--- config.mk ---
export PLATFORM = sky130hd
export DESIGN_NAME = packet_arbiter
export DESIGN_NICKNAME = d
export VERILOG_FILES = /design/src/rtl/packet_arbiter.sv
export SDC_FILE = /design/constraint.sdc
export NUM_CORES = 1
export LEC_CHECK = 0
export ABC_AREA = 1
export CAP_MARGIN = 20
export CORE_MARGIN = 2
export CORE_UTILIZATION = 35
export DETAILED_ROUTE_END_ITERATION = 7
export PLACE_DENSITY = 0.69
export SYNTH_ARGS = -nofsm -noshare
export SYNTH_HDL_FRONTEND = slang
export SYNTH_SLANG_ARGS = --single-unit
export TNS_END_PERCENT = 5
--- constraint.sdc ---
create_clock -name clk -period 1.5 [get_ports clk]
set_input_delay 0.3 -clock clk [delete_from_list [all_inputs] [get_ports clk]]
set_output_delay 0.3 -clock clk [all_outputs]
set_load 0.01 [all_outputs]
--- src/rtl/packet_arbiter.sv ---
// packet_arbiter: round-robin arbiter merging INPUTS two-phase packet sources
// onto one two-phase output channel. A granted source keeps the channel for
// exactly FLITS flits before arbitration resumes from the next index.
//
// Optional feature macro: PACKET_ARBITER_HEAD_CHECK_EN
//   defined   -> only sources presenting a head flit (bit SIZE-1 set) are
//                eligible; headless pending sources in IDLE and head flits
//                seen mid-packet raise the sticky err flag.
//   undefined -> every pending source is eligible, err is held at 0.
//
// Ports:
//   clk       sole clock, rising edge
//   reset     asynchronous active-low reset
//   in_req    per-source toggle request
//   in_data   source i flit at [i*SIZE +: SIZE]
//   in_ack    per-source toggle acknowledge
//   out_req   toggle request to downstream
//   out_data  flit presented downstream
//   out_ack   toggle acknowledge from downstream
//   grant     one-hot channel owner, zero when idle
//   err       sticky protocol error
module packet_arbiter #(
    parameter int unsigned INPUTS = 4,
    parameter int unsigned SIZE   = 8,
    parameter int unsigned FLITS  = 8
) (
    input  logic                   clk,
    input  logic                   reset,
    input  logic [INPUTS-1:0]      in_req,
    input  logic [INPUTS*SIZE-1:0] in_data,
    output logic [INPUTS-1:0]      in_ack,
    output logic                   out_req,
    output logic [SIZE-1:0]        out_data,
    input  logic                   out_ack,
    output logic [INPUTS-1:0]      grant,
    output logic                   err
);
    localparam int unsigned IW = (INPUTS > 1) ? $clog2(INPUTS) : 1;
    localparam int unsigned CW = 8;

    typedef enum logic [1:0] {IDLE, SEND, WAIT} state_t;

    state_t            r_state, w_state_nxt;
    logic [INPUTS-1:0] r_grant, w_grant_nxt;
    logic [IW-1:0]     r_idx, w_idx_nxt;
    logic [IW-1:0]     r_last, w_last_nxt;
    logic [CW-1:0]     r_cnt, w_cnt_nxt, w_cnt_inc;
    logic [INPUTS-1:0] r_in_ack, w_in_ack_nxt;
    logic              r_out_req, w_out_req_nxt;
    logic [SIZE-1:0]   r_out_data, w_out_data_nxt;
    logic              r_err, w_err_nxt;

    logic [INPUTS-1:0] w_pend;
    logic [INPUTS-1:0] w_elig;
    logic              w_sel_found;
    logic [IW-1:0]     w_sel_idx;
    logic [SIZE-1:0]   w_gdata;
    logic              w_gpend;
`ifdef PACKET_ARBITER_HEAD_CHECK_EN
    logic [INPUTS-1:0] w_head;
`endif

    // Pending sources and the subset allowed to win arbitration
    always_comb begin
        w_pend = in_req ^ r_in_ack;
`ifdef PACKET_ARBITER_HEAD_CHECK_EN
        for (int i = 0; i < int'(INPUTS); i++) begin
            w_head[i] = in_data[i*SIZE + SIZE - 1];
        end
        w_elig = w_pend & w_head;
`else
        w_elig = w_pend;
`endif
    end

    // Round-robin pick: first eligible index after the previous owner
    always_comb begin
        w_sel_found = 1'b0;
        w_sel_idx   = '0;
        for (int k = 1; k <= int'(INPUTS); k++) begin
            if (!w_sel_found && w_elig[IW'((int'(r_last) + k) % int'(INPUTS))]) begin
                w_sel_found = 1'b1;
                w_sel_idx   = IW'((int'(r_last) + k) % int'(INPUTS));
            end
        end
    end

    // Flit and pending status of the current owner
    always_comb begin
        w_gdata = '0;
        for (int i = 0; i < int'(INPUTS); i++) begin
            if (r_idx == IW'(i)) begin
                w_gdata = in_data[i*SIZE +: SIZE];
            end
        end
        w_gpend = |(w_pend & r_grant);
    end

    // Next-state and output decode
    always_comb begin
        w_state_nxt    = r_state;
        w_grant_nxt    = r_grant;
        w_idx_nxt      = r_idx;
        w_last_nxt     = r_last;
        w_cnt_nxt      = r_cnt;
        w_in_ack_nxt   = r_in_ack;
        w_out_req_nxt  = r_out_req;
        w_out_data_nxt = r_out_data;
        w_err_nxt      = r_err;
        w_cnt_inc      = r_cnt + CW'(1);

        case (r_state)
            IDLE: begin
`ifdef PACKET_ARBITER_HEAD_CHECK_EN
                if (|(w_pend & ~w_head)) begin
                    w_err_nxt = 1'b1;
                end
`endif
                if (w_sel_found) begin
                    w_grant_nxt = INPUTS'(1) << w_sel_idx;
                    w_idx_nxt   = w_sel_idx;
                    w_cnt_nxt   = '0;
                    w_state_nxt = SEND;
                end
            end
            SEND: begin
                if (w_gpend) begin
                    w_out_data_nxt = w_gdata;
                    w_out_req_nxt  = ~r_out_req;
                    w_state_nxt    = WAIT;
`ifdef PACKET_ARBITER_HEAD_CHECK_EN
                    // Head marker inside a packet is flagged but still forwarded
                    if ((r_cnt != '0) && w_gdata[SIZE-1]) begin
                        w_err_nxt = 1'b1;
                    end
`endif
                end
            end
            WAIT: begin
                if (out_ack == r_out_req) begin
                    w_in_ack_nxt = r_in_ack ^ r_grant;
                    w_cnt_nxt    = w_cnt_inc;
                    if (w_cnt_inc == CW'(FLITS)) begin
                        w_last_nxt  = r_idx;
                        w_grant_nxt = '0;
                        w_state_nxt = IDLE;
                    end else begin
                        w_state_nxt = SEND;
                    end
                end
            end
            default: w_state_nxt = IDLE;
        endcase
    end

    // State and output registers
    always_ff @(posedge clk or negedge reset) begin
        if (!reset) begin
            r_state    <= IDLE;
            r_grant    <= '0;
            r_idx      <= '0;
            r_last     <= IW'(INPUTS - 1);
            r_cnt      <= '0;
            r_in_ack   <= '0;
            r_out_req  <= 1'b0;
            r_out_data <= '0;
            r_err      <= 1'b0;
        end else begin
            r_state    <= w_state_nxt;
            r_grant    <= w_grant_nxt;
            r_idx      <= w_idx_nxt;
            r_last     <= w_last_nxt;
            r_cnt      <= w_cnt_nxt;
            r_in_ack   <= w_in_ack_nxt;
            r_out_req  <= w_out_req_nxt;
            r_out_data <= w_out_data_nxt;
            r_err      <= w_err_nxt;
        end
    end

    assign in_ack   = r_in_ack;
    assign out_req  = r_out_req;
    assign out_data = r_out_data;
    assign grant    = r_grant;
    assign err      = r_err;

endmodule

* Word level (Yosys, flattened, before mapping) *
Cells that the tools add are included.

word-level totals
  input bits = 39
  bits in latches = 0
  logic and storage cells = 86
  bits in read-only memories = 0
  output and inout bits = 18
  register bits after elaboration = 31
  RAM bits = 0
  memories = 0

cells by class
  multipliers = 0
  order comparisons = 4
  shifts and indexed selects = 1
  $add $sub $neg = 5
  divide/modulo/power cells = 0
  eq/ne operators = 11
  bitwise gates (word level) = 4
  reductions and logical operators = 17
  mux-type cells = 36

operator list
  cell                   count
  $mux W8                6
  $lt A2 B4 Y1 const B   4
  $pmux W8 S2            1
  $mux W2                7
  $mux W1                13
  $mux W4                3
  $reduce_and A3 Y1      3
  $add A8 B1 Y8 const B  1
  $bmux W1 S2            4
  $eq A8 B4 Y1 const B   1
  $ne A2 B2 Y1 const B   4
  $pmux W4 S2            1
  $xor A4 B4 Y4          2
  $eq A2 B2 Y1 const B   3
  $pmux W2 S3            1
  $reduce_and A2 Y1      3
  $add A2 B1 Y2 const B  2
  $add A2 B2 Y2 const B  2
  $and A4 B4 Y4          1
  $eq A2 B1 Y1 const B   2
  $logic_not A2 Y1       2
  $reduce_and A4 Y1      1
  $reduce_or A4 Y1       1
  $shl A1 B2 Y4 const A  1
  5 further kinds        9

* Longest topological paths before layout *
Gate-level depths: netlist of run 1.

  word-level depth = 17
  gate-level depth with buffers = 14
  depth with buffers taken out = 13

* Worst setup path after synthesis of run 1 *
No wires, ideal clock.

  path type = reg2reg
  start = register r_last[0]
  end = register r_cnt[3]
  cell stages (with the launch flop) = 13
  buffers on the path = 2
  slack = -0.193 ns
  data required time = 1.426 ns
  clock period less this slack = 1.693 ns
  data arrival time = 1.619 ns
  library setup time = 0.074 ns
  cell sequence = dfstp_2 > buf_6 > inv_4 > nand3_1 > nand3_1 > nand2_4 > nand3_4 > nor2_4 > nor2_4 > nor2_4 > buf_12 > nand2_2 > o21ai_2

between the ends
  word-level cells in the longest chain between the ends = 16
  elaborated cells between the ends (all ways) = 28
  those cells by class = add/sub (4); eq/ne (1); mux (16); reduce/logical (7)

RTL lines
  item                                        line  text
  start: declaration                          46    logic [IW-1:0] r_last, w_last_nxt;
  start signal: assignment                    162   r_last <= IW'(INPUTS - 1);
  start signal: assignment                    172   r_last <= w_last_nxt;
  $add A2 B1 Y2                               81    if (!w_sel_found && w_elig[IW'((int'(r_last) + k) % int'(INPUTS))]) begin
  $bmux W1 S2                                 81
  $mux W1 (not written as such) (2 in a row)  81
  $mux W1                                     81
  $logic_not A1 Y1                            81
  $logic_and A1 B1 Y1                         81
  $mux W1                                     81
  $logic_not A1 Y1                            81
  $logic_and A1 B1 Y1                         81
  $mux W1                                     81
  $logic_not A1 Y1                            81
  $logic_and A1 B1 Y1                         81
  $mux W1 *                                   81
  $ne A2 B2 Y1 (no line) *                    --
  $reduce_and A3 Y1 (no line) *               --
  end signal: assignment                      173   r_cnt <= w_cnt_nxt;
  end: declaration                            47    logic [CW-1:0] r_cnt, w_cnt_nxt, w_cnt_inc;

Every way passes the cells marked *; elsewhere a longest branch is shown, timed or not. The select of a mux whose other input is x is not followed.
A chain may end at the register's enable or synchronous reset.

* Worst setup path after layout of run 1 *
  start = input in_req[0]
  end = register r_cnt[1]

between the ends
  word-level cells in the longest chain between the ends = 16
  elaborated cells between the ends (all ways) = 25
  those cells by class = eq/ne (1); mux (16); bitwise (1); reduce/logical (7)

RTL lines
  item                                        line  text
  start: declaration                          29    input logic [INPUTS-1:0] in_req,
  $xor A4 B4 Y4 *                             65    w_pend = in_req ^ r_in_ack;
  $bmux W1 S2                                 81
  $mux W1 (not written as such) (2 in a row)  81
  $mux W1                                     81
  $logic_not A1 Y1                            81
  $logic_and A1 B1 Y1                         81
  $mux W1                                     81
  $logic_not A1 Y1                            81
  $logic_and A1 B1 Y1                         81
  $mux W1                                     81
  $logic_not A1 Y1                            81
  $logic_and A1 B1 Y1                         81
  $mux W1 *                                   81
  $ne A2 B2 Y1 (no line) *                    --
  $reduce_and A3 Y1 (no line) *               --

Marked as above.

==> results.cfg, run 1 <==
[drt]
wl_mm = 5.277
firstDrtPassIters = 4
drc = 0
drtAntennaViolNets = 0
drt_iter0_drc = 116
vias_per_cell = 4.705
vias = 2155
wl_per_cell_um = 11.52

[run]
drv_cap = 0

[critical_path]
cpPeakStageDelay_ns = 0.48
cp_slowest_cell = clkdlybuf4s50_1
cp-start-kind = input port
worstPathCellList = clkdlybuf4s50_1 -> inv_1 -> nand2_1 -> nand3_1 -> nand3_1 -> nand2_1 -> inv_2 -> nor2_4 -> nor2_4 -> nor2_4 -> buf_12 -> nand2_2 -> nand2_1
arrival_ns = 1.91
cp.required_ns = 1.67
worstPathMaxFanout = 10
worstSetupPathType = input port to flip-flop
endpoint_kind = flip-flop

[power_and_ir_drop]
power_frac_seq = 0.287
ir_drop_mv = 0.7956
clockPowerShare = 0.139
switching_share = 0.4181
pwr-share-comb = 0.574
power_density_nw_per_um2 = 1437
power_switching_w = 0.001946
cell_internal_pwr_w = 0.002709
leakage_nw = 1.652
finalPower_w = 0.004655

[cells_and_area]
layout_common_cells = nand2_1, clkdlybuf4s50_1, buf_4
layout_commonest_cell = nand2_1
n_antenna_cell = 0
stdcell_area_sq_um = 3241
synthToLayoutAreaGrowth_pct = 56.87
nets = 425
fillCellCount = 543
multi_input_area_sq_um = 1261
instances_no_fill = 458
drive_above_1_share = 0.2876
sequential_cell_area_sq_um = 778.2

[clock_tree]
cts-htree-levels = 2
cts-root-buf = clkbuf_8
clkSinkCount = 31
clk_path_buf_depth = 2
cts_tree = done
clk-insertion-delay-late_ns = 0.28
clkTransAtPathRegs_ns = 0.07
cts-buffers-inserted = 5
postCtsSetupRepairBufs = 0
hold_buffers = 0

[placed_design]
io_buffers = 55
dp_slack_ns = -0.5138
dpl_cell_area_sq_um = 3014
hpwlAfterDp_mm = 4.315
dp_cells = 450
gp_congestion = 0.9137

[die]
chipHeight_um = 80.83
initial_core_util = 0.3684
fp.dieW_um = 80.83
rows = 27
dieArea_sq_um = 6533
ios = 57
core_area_sq_um = 5608

[sta]
rsz0062_at_grt = yes
setup_viol = 17
min_period_ns = 1.744
finalMaxSlewViolations = 0
fin_ws_ns = -0.2442
max_freq_mhz = 573.3
finalCritPeriodShare = 1.163
fin_tns_setup_ns = -3.232
finClkSkew_ns = 0.007415
hold_viol_final = 0

[global_route]
gr-total-overflow = 0
grt_pass1_vias = 2152
antenna_found_initial = 0
grt_pass1_wl_mm = 9.025
grt_use_total = 0.1743
grt_max_degree = 19

[yosys]
ys_ff_latch = 31
seq_area_frac_synth = 0.3767
synth.distinct_cells = 33
ys_warn_count = 0
synth_area_sq_um = 2066
syn_nets = 326
avgSynthCellArea_sq_um = 7.223
syn_inst = 286

[outcome]
violations = setup timing
outcome = finished, violations left

[hold_path]
hold_class = input port to asynchronous set/reset pin
per-stage QoR:
step / hold WS, ns / util
final: 0.3024 / 0.5779
after global routing: 0.3288 / 0.5779
after CTS: 0.3131 / 0.5578
after detailed placement: 0.4720 / 0.5375
after global placement: 0.4652 / 0.5375
after floorplan: 0.004409 / -
per-layer routing:
metal  global-route usage  up-vias  part of all wire
li1                     -     1133                 -
met1               0.2044      941              0.43
met2               0.3132       77              0.49
met3              0.04111        4             0.074
met4              0.05424        0             0.010
met5                    0        -                 0
flip-flops by register name, indices dropped and copies added (netlist names):
register	flops
out_data	8
r_state	2
grant	4
out_req	1
r_cnt	8
r_idx	2
r_last	2
in_ack	4
logic make-up after synthesis:
logic type / after synthesis / synth area share
other: 1 / 0.001815
buffers and inverters: 30 / 0.07148
flip-flops: 31 / 0.3767
XOR/XNOR: 7 / 0.02968
AO/OA/AOI/OAI: 33 / 0.09510
AND/OR/NAND/NOR: 183 / 0.4191
adder cells (fa/ha/maj): 1 / 0.006056
final timing paths:
kind / start / endpoint / slack [ns] / depth (start not counted)
max in group asynchronous: reset / r_last[1] / 0.72 / 2
min in group clk: out_data[6] / out_data[6] / 0.48 / 2
worst min-delay path: reset / in_ack[1] / 0.30 / 1
worst min register to register: out_data[6] / out_data[6] / 0.48 / 2
worst max register to register: r_last[0] / r_cnt[3] / -0.24 / 13
worst max-delay path: in_req[0] / r_cnt[1] / -0.24 / 13
area by class of cell:
type / count / share of cell area
Tap cell: 72 / 0.02780
Multi-Input combinational cell: 225 / 0.3892
Timing Repair Buffer: 96 / 0.2830
Clock inverter: 3 / 0.006178
Inverter: 26 / 0.03243
Sequential cell: 31 / 0.2402
Clock buffer: 5 / 0.02124
worst max-delay path: cells and delay by family:
kind | cells | cell delay [ns]
buffers and inverters | 4 | 0.78
and+or+nand+nor | 9 | 0.83
synth_stat cells:
master / n / area share
nand2_1: 101 / 0.18
nand3_1: 37 / 0.090
dfrtp_1: 29 / 0.35
inv_1: 21 / 0.038
nor2_1: 16 / 0.029
o21ai_0: 13 / 0.031
nand2_2: 11 / 0.033
a21oi_1: 8 / 0.019
nand4_1: 5 / 0.015
nand2_4: 4 / 0.022
xor2_1: 4 / 0.017
a221oi_1: 3 / 0.013
inv_2: 3 / 0.0055
nor2_4: 3 / 0.016
o21ai_1: 3 / 0.0073
o21ai_2: 3 / 0.013
xnor2_1: 3 / 0.013
dfstp_2: 2 / 0.025
nand3_4: 2 / 0.017
or2_2: 2 / 0.0061
buf_12: 1 / 0.0097
buf_4: 1 / 0.0036
buf_6: 1 / 0.0055
clkbuf_1: 1 / 0.0018
clkinv_4: 1 / 0.0042
conb_1: 1 / 0.0018
ha_1: 1 / 0.0061
inv_4: 1 / 0.0030
nand3_2: 1 / 0.0048
nor3_1: 1 / 0.0024
o2111ai_1: 1 / 0.0042
o21a_1: 1 / 0.0036
o21bai_1: 1 / 0.0036
repair_timing:
item                       4_1_cts  5_1_grt
setup endpoints to repair       36       37
pin swaps                        5       10
gates resized for setup         19       35
power groups by stage:
stage	Clock [W]	Sequential, W	Combinational [W]
finish	0.000647	0.00134	0.00267
global route	0.000700	0.00138	0.00299
CTS	0.000667	0.00133	0.00261
detailed placement	0	0.00135	0.00263
global placement	0	0.00134	0.00259
floorplan	0	0.00142	0.00134
Note: power is estimated with default switching activity, not from simulation.
==> inputs of run 2 (changes only) <==
--- a/config.mk
+++ b/config.mk
@@ -7,10 +7,12 @@
 export LEC_CHECK = 0
 export ABC_AREA = 1
 export CAP_MARGIN = 20
+export CELL_PAD_IN_SITES_DETAIL_PLACEMENT = 0
+export CELL_PAD_IN_SITES_GLOBAL_PLACEMENT = 2
 export CORE_MARGIN = 2
-export CORE_UTILIZATION = 35
+export CORE_UTILIZATION = 26
 export DETAILED_ROUTE_END_ITERATION = 7
-export PLACE_DENSITY = 0.69
+export PLACE_DENSITY = 0.84
 export SYNTH_ARGS = -nofsm -noshare
 export SYNTH_HDL_FRONTEND = slang
 export SYNTH_SLANG_ARGS = --single-unit
==> constraint.sdc (replaced) <==
create_clock -name clk -period 1.8 [get_ports clk]
set_input_delay 0.36 -clock clk [delete_from_list [all_inputs] [get_ports clk]]
set_output_delay 0.36 -clock clk [all_outputs]
set_load 0.01 [all_outputs]
==> results.cfg, run 2 (synthesis gave the netlist of run 1 again) <==
[clock_tree]
clkSinkCount = 31
clk_path_buf_depth = 2
cts-root-buf = clkbuf_8
clk-insertion-delay-late_ns = 0.28
cts-buffers-inserted = 5
cts_tree = done
hold_buffers = 0
clkTransAtPathRegs_ns = 0.07
cts-htree-levels = 2

[critical_path]
timing.rr.end = r_cnt[2]
cpPeakStageDelay_ns = 0.59
worstPathMaxFanout = 10
timing.rr.start = r_last[0]
worstSetupPathType = flip-flop to flip-flop
path_depth = 13
cp-start-kind = flip-flop
worstPathCellList = inv_4 -> nand2_2 -> nand2_4 -> inv_8 -> nand3_2 -> nand2_2 -> nand3_4 -> nor2_4 -> nor2_4 -> nor2_4 -> buf_12 -> nand2_2 -> o21ai_2
path_buf_inv = 3
cp_slowest_cell = dfstp_2
regToRegSetupSlack_ns = 0.02
cp.required_ns = 2.01
arrival_ns = 1.99
endpoint_kind = flip-flop
critPathTopFamily = simple AND/OR/NAND/NOR gates
reg2reg_depth = 13

[drt]
drtAntennaViolNets = 0
drt_iter0_drc = 59
wl_per_cell_um = 11.35
vias_per_cell = 4.390
drc = 0
firstDrtPassIters = 4
wl_mm = 5.325
vias = 2059

[global_route]
grt_max_degree = 32
grt_pass1_vias = 1990
grt_pass1_wl_mm = 9.211
antenna_found_initial = 0
gr-total-overflow = 0
grt_use_total = 0.1330

[cells_and_area]
nets = 406
fillCellCount = 798
final_util = 0.4007
layout_common_cells = nand2_1, clkdlybuf4s50_1, dfrtp_1
layout_commonest_cell = nand2_1
synthToLayoutAreaGrowth_pct = 49.91
n_antenna_cell = 0
stdcell_area_sq_um = 3097
drive_above_1_share = 0.2262

[power_and_ir_drop]
power_density_nw_per_um2 = 1238
ir_drop_mv = 0.3686
leakage_nw = 1.437

[die]
core_area_sq_um = 7727
dieArea_sq_um = 8674
initial_core_util = 0.2673
chipHeight_um = 93.14
ios = 57
fp.dieW_um = 93.14
rows = 32

[sta]
max_freq_mhz = 561.0
finClkSkew_ns = 0.005338
setup_viol = 0
hold_viol_final = 0
min_period_ns = 1.783
finalMaxSlewViolations = 0
finalCritPeriodShare = 0.9904
maxSlewHeadroom = 0.6580
tightest_slew_ns = 0.5112
rsz0062_at_grt = yes

[outcome]
outcome = finished clean

[placed_design]
io_buffers = 55
hpwlAfterDp_mm = 4.174
dpl_cell_area_sq_um = 2849
gp_congestion = 0.8492

[hold_path]
hold_class = input port to asynchronous set/reset pin

[run]
drv_cap = 0
-- run 2: through the flow --
stage / std cells / setup WS [ns] / total power, W / TNS [ns] / hold slack, ns
2_1_floorplan: 286 / 0.1072 / 0.002293 / 0 / 0.06441
3_3_place_gp: 457 / -0.3193 / 0.003146 / -4.567 / 0.4651
3_5_place_dp: 457 / -0.3339 / 0.003153 / -5.375 / 0.4724
4_1_cts: 465 / -0.02167 / 0.003794 / -0.07804 / 0.4904
5_1_grt: 469 / -0.1181 / 0.004199 / -1.264 / 0.5230
6_report: 469 / 0.01733 / 0.003834 / 0 / 0.4792
-- run 2: worst reg2reg max path: stages (launching register included) --
cell and delay [ns]:
dfstp_2 0.59, inv_4 0.08, nand2_2 0.08, nand2_4 0.08
inv_8 0.08, nand3_2 0.08, nand2_2 0.10, nand3_4 0.10
nor2_4 0.11, nor2_4 0.06, nor2_4 0.11, buf_12 0.15
nand2_2 0.05, o21ai_2 0.05
-- run 2: how the worst max path moves through the flow --
stage	from	to	slack [ns]
2_1_floorplan	r_last[0]	r_cnt[3]	0.11
3_3_place_gp	in_req[2]	grant[2]	-0.32
3_5_place_dp	in_req[2]	grant[2]	-0.33
4_1_cts	in_req[2]	r_cnt[2]	-0.02
5_1_grt	r_last[0]	r_cnt[2]	-0.12
6_report	r_last[0]	r_cnt[2]	0.02
-- run 2: what timing repair did --
item | CTS | global route
endpoints found under the setup margin | 11 | 17
endpoints found under the hold margin | 0 | 0
gates resized for setup | 2 | 24
setup buffers | 0 | 4
pin swaps | 0 | 3
-- run 2: final cells by class --
| type | count | area, sq um | share of cell area |
|---|---|---|---|
| multi-input combinational | 225 | 1244 | 0.4016 |
| sequential | 31 | 778.2 | 0.2513 |
| timing repair buffer | 77 | 735.7 | 0.2376 |
| tap | 102 | 127.6 | 0.04121 |
| inverter | 26 | 107.6 | 0.03475 |
| clock buffer | 7 | 96.34 | 0.03111 |
| clock inverter | 1 | 7.507 | 0.002424 |
-- run 2: routing by layer --
| metal | wire [um] | share of wire | up-vias | global-route usage |
|---|---|---|---|---|
| li1 | - | - | 1090 | - |
| met1 | 2430 | 0.46 | 898 | 0.1716 |
| met2 | 2414 | 0.45 | 65 | 0.2095 |
| met3 | 389 | 0.073 | 6 | 0.04110 |
| met4 | 91 | 0.017 | 0 | 0.04902 |
| met5 | 0 | 0 | - | 0 |
-- run 2: where the power goes --
group / internal, W / leakage, nW / switching, W
Combinational: 0.000975 / 0.997 / 0.00110
Sequential: 0.000931 / 0.390 / 0.000211
Clock: 0.000348 / 0.0505 / 0.000264
==> inputs of run 3 (changes only) <==
--- a/config.mk
+++ b/config.mk
@@ -12,6 +12,7 @@
 export CORE_MARGIN = 2
 export CORE_UTILIZATION = 26
 export DETAILED_ROUTE_END_ITERATION = 7
+export GPL_TIMING_DRIVEN = 1
 export PLACE_DENSITY = 0.84
 export SYNTH_ARGS = -nofsm -noshare
 export SYNTH_HDL_FRONTEND = slang
==> results of run 3 <==
The final DEF is identical to that of run 2; final timing and power are the same.
